==> config.mk <==
export PLATFORM = sky130hd
export DESIGN_NAME = alu_bit_serial
export DESIGN_NICKNAME = d
export VERILOG_FILES = /design/src/rtl/alu_pkg.sv /design/src/rtl/ALU_1_bit.sv /design/src/rtl/alu_bit_serial.sv
export SDC_FILE = /design/constraint.sdc
export NUM_CORES = 1
export LEC_CHECK = 0
export CELL_PAD_IN_SITES_DETAIL_PLACEMENT = 1
export CELL_PAD_IN_SITES_GLOBAL_PLACEMENT = 2
export CORE_MARGIN = 4
export CORE_UTILIZATION = 28
export DETAILED_ROUTE_END_ITERATION = 10
export GPL_TIMING_DRIVEN = 0
export PLACE_DENSITY_LB_ADDON = 0.2
export SYNTH_ARGS = -nofsm -noshare
export SYNTH_HDL_FRONTEND = slang
export SYNTH_SLANG_ARGS = --single-unit
==> constraint.sdc <==
create_clock -name clk -period 1.89 [get_ports clk]
set_clock_uncertainty 0.2 [all_clocks]
set_input_delay 0.189 -clock clk [delete_from_list [all_inputs] [get_ports clk]]
set_output_delay 0.189 -clock clk [all_outputs]
set_load 0.05 [all_outputs]
==> src/rtl/alu_pkg.sv <==
// Shared opcode encodings and FSM state type for the bit-serial ALU and its 1-bit slice.
package alu_pkg;

  localparam logic [1:0] ALU_AND = 2'b00;
  localparam logic [1:0] ALU_OR  = 2'b01;
  localparam logic [1:0] ALU_ADD = 2'b10;

  localparam logic [3:0] OP_SUB  = 4'b0110;
  localparam logic [3:0] OP_NOR  = 4'b1100;

  typedef enum logic [1:0] {
    S_IDLE = 2'b00,
    S_RUN  = 2'b01,
    S_DONE = 2'b10
  } state_t;

endpackage

==> src/rtl/ALU_1_bit.sv <==
// One-bit ALU slice: optional operand inversion, AND/OR/ADD selection, full-adder carry.
module ALU_1_bit
  import alu_pkg::*;
(
  input  logic       a,
  input  logic       b,
  input  logic       carry_in,
  input  logic       ainvert,
  input  logic       binvert,
  input  logic [1:0] operation,
  output logic       result,
  output logic       carry_out
);

  logic a_s;
  logic b_s;

  // Carry is produced for every opcode so the serial carry flop always tracks the adder chain.
  always_comb begin
    a_s       = a ^ ainvert;
    b_s       = b ^ binvert;
    carry_out = (a_s & b_s) | (carry_in & (a_s ^ b_s));
    case (operation)
      ALU_AND: result = a_s & b_s;
      ALU_OR:  result = a_s | b_s;
      ALU_ADD: result = a_s ^ b_s ^ carry_in;
      default: result = 1'b0;
    endcase
  end

endmodule

==> src/rtl/alu_bit_serial.sv <==
// Bit-serial ALU: a single ALU_1_bit slice reused LSB-first over WIDTH cycles,
// with valid/ready handshakes on both the operand and result sides.
module alu_bit_serial
  import alu_pkg::*;
#(
  parameter int WIDTH = 6
) (
  input  logic             clk,
  input  logic             rst_n,
  input  logic             in_valid,
  output logic             in_ready,
  input  logic [WIDTH-1:0] a,
  input  logic [WIDTH-1:0] b,
  input  logic             carry_in,
  input  logic [3:0]       alu_op,
  output logic             out_valid,
  input  logic             out_ready,
  output logic [WIDTH-1:0] result,
  output logic             carry_out,
  output logic             zero,
  output logic             overflow
);

  localparam int CNT_W = $clog2(WIDTH);
  localparam logic [CNT_W-1:0] LAST_BIT = CNT_W'(WIDTH - 1);

  state_t           state_r;
  logic [CNT_W-1:0] cnt_r;
  logic [WIDTH-1:0] a_r;
  logic [WIDTH-1:0] b_r;
  logic [3:0]       op_r;
  logic             carry_r;
  logic             cin_msb_r;
  logic [WIDTH-1:0] shift_r;
  logic             in_ready_r;
  logic             out_valid_r;
  logic [WIDTH-1:0] result_r;
  logic             carry_out_r;
  logic             zero_r;
  logic             overflow_r;
  logic             slice_res_s;
  logic             slice_cout_s;

  ALU_1_bit u_slice (
    .a         (a_r[0]),
    .b         (b_r[0]),
    .carry_in  (carry_r),
    .ainvert   (op_r[3]),
    .binvert   (op_r[2]),
    .operation (op_r[1:0]),
    .result    (slice_res_s),
    .carry_out (slice_cout_s)
  );

  // FSM, operand shifters, carry flop and the output registers.
  always_ff @(posedge clk) begin
    if (!rst_n) begin
      state_r     <= S_IDLE;
      cnt_r       <= '0;
      a_r         <= '0;
      b_r         <= '0;
      op_r        <= 4'b0000;
      carry_r     <= 1'b0;
      cin_msb_r   <= 1'b0;
      shift_r     <= '0;
      in_ready_r  <= 1'b1;
      out_valid_r <= 1'b0;
      result_r    <= '0;
      carry_out_r <= 1'b0;
      zero_r      <= 1'b0;
      overflow_r  <= 1'b0;
    end else begin
      case (state_r)
        S_IDLE: begin
          if (in_valid) begin
            a_r        <= a;
            b_r        <= b;
            op_r       <= alu_op;
            carry_r    <= carry_in;
            cnt_r      <= '0;
            shift_r    <= '0;
            in_ready_r <= 1'b0;
            state_r    <= S_RUN;
          end
        end
        S_RUN: begin
          a_r     <= a_r >> 1;
          b_r     <= b_r >> 1;
          shift_r <= {slice_res_s, shift_r[WIDTH-1:1]};
          carry_r <= slice_cout_s;
          if (cnt_r == LAST_BIT) begin
            cin_msb_r <= carry_r;
            cnt_r     <= '0;
            state_r   <= S_DONE;
          end else begin
            cnt_r <= cnt_r + CNT_W'(1);
          end
        end
        S_DONE: begin
          // First DONE cycle publishes the flags, derived from the completed shift register.
          if (!out_valid_r) begin
            result_r    <= shift_r;
            carry_out_r <= carry_r;
            zero_r      <= (shift_r == {WIDTH{1'b0}});
            overflow_r  <= (op_r[1:0] == ALU_ADD) ? (cin_msb_r ^ carry_r) : 1'b0;
            out_valid_r <= 1'b1;
          end else if (out_ready) begin
            out_valid_r <= 1'b0;
            in_ready_r  <= 1'b1;
            state_r     <= S_IDLE;
          end
        end
        default: begin
          state_r     <= S_IDLE;
          in_ready_r  <= 1'b1;
          out_valid_r <= 1'b0;
        end
      endcase
    end
  end

  assign in_ready  = in_ready_r;
  assign out_valid = out_valid_r;
  assign result    = result_r;
  assign carry_out = carry_out_r;
  assign zero      = zero_r;
  assign overflow  = overflow_r;

endmodule

==> reports/metrics.yaml <==
status: "finished clean"
clock.fmax_ghz: 0.546
grt_util_met3_pct: 3.12
critPathCaptureType: "register"
powerDensity_mw_per_mm2: 905
fp.dieArea_mm2: 0.00756
xor_xnor_cell_area_share_of_the_yosys_netlist_pct: 2.01
core_box_area_mm2: 0.00599
r2r-end: "shift_r[5]"
cell_area_synth_mm2: 0.00175
power.leakage_nw: 0.903
detail_route.vias_per_cell: 4.72
setup_slack_ps: 59.7
compound_gate_portion_of_the_synthesized_area_pct: 21.9
timing.slew.headroom_pct: 64.5
cp.arrival_ps: 1820
firstDrtPassIters: 4
layout.cells.non_filler: 307
initialDrtViolationCount: 47
io_buffer_count: 31
grt_util_met2_pct: 19.8
timing.critical_path.fanout_max: 2
cts-buffers-inserted: 5
synth_cells: 191
drv.max_cap_violation_count: 0
grt-busiest-layer: "met2"
h-tree-depth: 2
postRouteWirelength_um: 4320
gr-usage-all-layers_pct: 12.6
fin_crit_ps: 1830
register_area_share_after_synthesis_pct: 45.9
syn2layout_area_growth_pct: 35.1
grt.overflow.total: 0
worstMarginPinSlew_ps: 532
min_period_over_period_pct: 96.8
ys_warn_count: 0
clock-sinks: 40
post-route-drc-count: 0
root_buffer: "sky130_fd_sc_hd__clkbuf_8"
synth_mux_area_share_pct: 2.94
grt.met1_usage_pct: 17.3
drv_slew: 0
worstReg2RegStart: "a_r[0]"
timing.final.hold_violations: 0
filler_cell_count: 698
setup_violation_total_in_the_final_timing_report: 0
fin_nets: 255
post_synth_arst_share_pct: 0
pre_cts_ws_ps: -67.4
synth-edff-count: 0
dieWidth_um: 87.0
gpl.final_weighted_congestion: 0.694
worstSetupPathType: "register to register"
reg2reg_slack_ps: 60
drive_above_1_share_pct: 13.4
avgRoutedWirePerCell_um: 14.1
fin_total_pwr_mw: 2.13
yosys.area_share.adder_pct: 2.58
timing.setup.tns_ps: 0
top_level_ports: 32
dr_total_vias: 1449
grt_first_pass_wirelength_um: 7420
grt_max_degree: 14
initial_core_util_pct: 29.1
critical_path_required_ps: 1880
synth.lib_cells_used.distinct: 39
detailedPlacementHpwl_um: 3130
height_of_the_chip_um: 87.0
startpoint_type_of_the_worst_setup_path: "register"
antenna_found_initial: 0
ys_seq_elements: 40
ir_drop_mv: 0.381
finalCoreUtilization_pct: 39.4
combinational_family_with_the_most_area_after_synthesis: "compound AO/OA/AOI/OAI gates"
r2r.worst_path.cells: 6
postSynthNetCount: 215
placement_rows: 28
cp-endpoint: "shift_r[5]"
cts.path.max_buffers: 2
first_global_vias: 1478
unrepaired_setup_endpoints_after_global_routing: "yes"
cts.reportedPaths.clkPinSlew_ps: 80
synth.avg_cell_area_um2: 9.14
post_synth_and_or_nand_nor_area_fraction_pct: 19.9
antenna_cells: 0
holdCritPathClass: "input port to register"
numPlacedInstances: 297
cts_tree: "done"
ys_dominant_reg_cell: "sky130_fd_sc_hd__dfxtp_1"
worstSkewPairLatency_ps: 290
postRouteAntennaNets: 0
cp-startpoint: "a_r[0]"
[synthesized netlist by cell type, types with 2 or more instances]
| master | count | area share, % |
|---|---|---|
| sky130_fd_sc_hd__dfxtp_1 | 40 | 46 |
| sky130_fd_sc_hd__nand2_1 | 32 | 6.9 |
| sky130_fd_sc_hd__a21oi_1 | 24 | 6.9 |
| sky130_fd_sc_hd__o21ai_0 | 14 | 4.0 |
| sky130_fd_sc_hd__nor2b_1 | 12 | 4.3 |
| sky130_fd_sc_hd__a21boi_0 | 7 | 3.0 |
| sky130_fd_sc_hd__a22oi_1 | 7 | 3.0 |
| sky130_fd_sc_hd__buf_2 | 4 | 1.1 |
| sky130_fd_sc_hd__clkbuf_1 | 4 | 0.86 |
| sky130_fd_sc_hd__mux2i_1 | 4 | 2.3 |
| sky130_fd_sc_hd__a21boi_1 | 3 | 1.3 |
| sky130_fd_sc_hd__buf_6 | 3 | 1.9 |
| sky130_fd_sc_hd__nand2b_1 | 3 | 1.1 |
| sky130_fd_sc_hd__ha_1 | 2 | 1.4 |
| sky130_fd_sc_hd__inv_1 | 2 | 0.43 |
| sky130_fd_sc_hd__nand3_1 | 2 | 0.57 |
| sky130_fd_sc_hd__nand4b_1 | 2 | 1.0 |
| sky130_fd_sc_hd__nor3b_4 | 2 | 2.2 |
| sky130_fd_sc_hd__o22ai_1 | 2 | 0.72 |
| sky130_fd_sc_hd__xnor2_1 | 2 | 1.0 |
| sky130_fd_sc_hd__xor2_1 | 2 | 1.0 |
[area by class of cell]
type	instances	area, µm²	share of cell area [%]
timing repair buffer	33	332	14.1
clock buffer	5	68.8	2.92
multi-input combinational	137	886	37.6
sequential	40	805	34.1
clock inverter	3	90.1	3.82
buffer	12	76.3	3.24
inverter	2	7.51	0.318
tap	75	93.8	3.98
[stage by stage]
step,hold slack [ps],area [µm²]
final,237,2360
after detailed placement,250,2150
after CTS,236,2320
after global routing,243,2360
after global placement,244,2150
after floorplan,123,1750
[cell families (layout without fill, tap and decap cells)]
logic type | Yosys count | count (layout)
and+or+nand+nor | 63 | 63
adders and majority gates | 3 | 3
xor gates and xnor gates | 4 | 4
muxes | 5 | 5
DFF | 40 | 40
AOI/OAI and AO/OA | 62 | 62
buffers and inverters | 14 | 55
[power by group]
group	switching [mW]	internal (mW)	leakage, nW
clock network	0.316	0.661	0.0784
registers	0.0281	0.879	0.328
logic	0.123	0.127	0.497
total	0.467	1.67	0.903
[registers in the layout (all words and copies together) (netlist names), 2 cells and up]
register / count
a_r: 6
b_r: 6
cnt_r: 3
op_r: 4
result: 6
shift_r: 6
state_r: 2
[cell usage in the layout (no fill, tap or decap), types with 3 or more instances in the layout]
cell,instances
sky130_fd_sc_hd__clkbuf_1,4
sky130_fd_sc_hd__dfxtp_1,37
sky130_fd_sc_hd__buf_4,3
sky130_fd_sc_hd__nand2b_1,3
sky130_fd_sc_hd__buf_6,3
sky130_fd_sc_hd__dfxtp_2,3
sky130_fd_sc_hd__mux2i_1,4
sky130_fd_sc_hd__clkdlybuf4s50_1,27
sky130_fd_sc_hd__dlymetal6s2s_1,3
sky130_fd_sc_hd__clkbuf_8,5
sky130_fd_sc_hd__nand2_1,32
sky130_fd_sc_hd__a21boi_0,7
sky130_fd_sc_hd__a21boi_1,3
sky130_fd_sc_hd__nor2b_1,12
sky130_fd_sc_hd__bufinv_16,3
sky130_fd_sc_hd__o21ai_0,14
sky130_fd_sc_hd__buf_2,4
sky130_fd_sc_hd__a21oi_1,24
sky130_fd_sc_hd__a22oi_1,7
[how the worst min path moves through the flow]
stage | startpoint | to | slack (ps) | cells after the start
after floorplan | b[0] | b_r[0] | 120 | 2
after global placement | overflow | overflow | 240 | 2
after detailed placement | result[3] | result[3] | 250 | 2
after CTS | b[1] | b_r[1] | 240 | 3
after global routing | b[1] | b_r[1] | 240 | 3
final | a[0] | a_r[0] | 240 | 3
[metal layers]
metal	vias to the layer above	wire length, µm
li1	736	-
met1	688	2070
met2	19	2040
met3	6	156
met4	0	51
met5	-	0
[repair_timing]
item	4_1_cts	5_1_grt
setup buffers	0	2
resized for setup	4	8
endpoints found under the setup margin	2	4
pin swaps	0	4
hold buffers	0	0
[worst max-delay path: stages (launching register included)]
cell,delay [ps]
sky130_fd_sc_hd__dfxtp_2,340
sky130_fd_sc_hd__xnor2_2,190
sky130_fd_sc_hd__inv_2,70
sky130_fd_sc_hd__fa_1,440
sky130_fd_sc_hd__mux2_4,270
sky130_fd_sc_hd__o2111ai_2,160
sky130_fd_sc_hd__nand2_1,70
No activity file was read; power rests on OpenSTA's default activity.
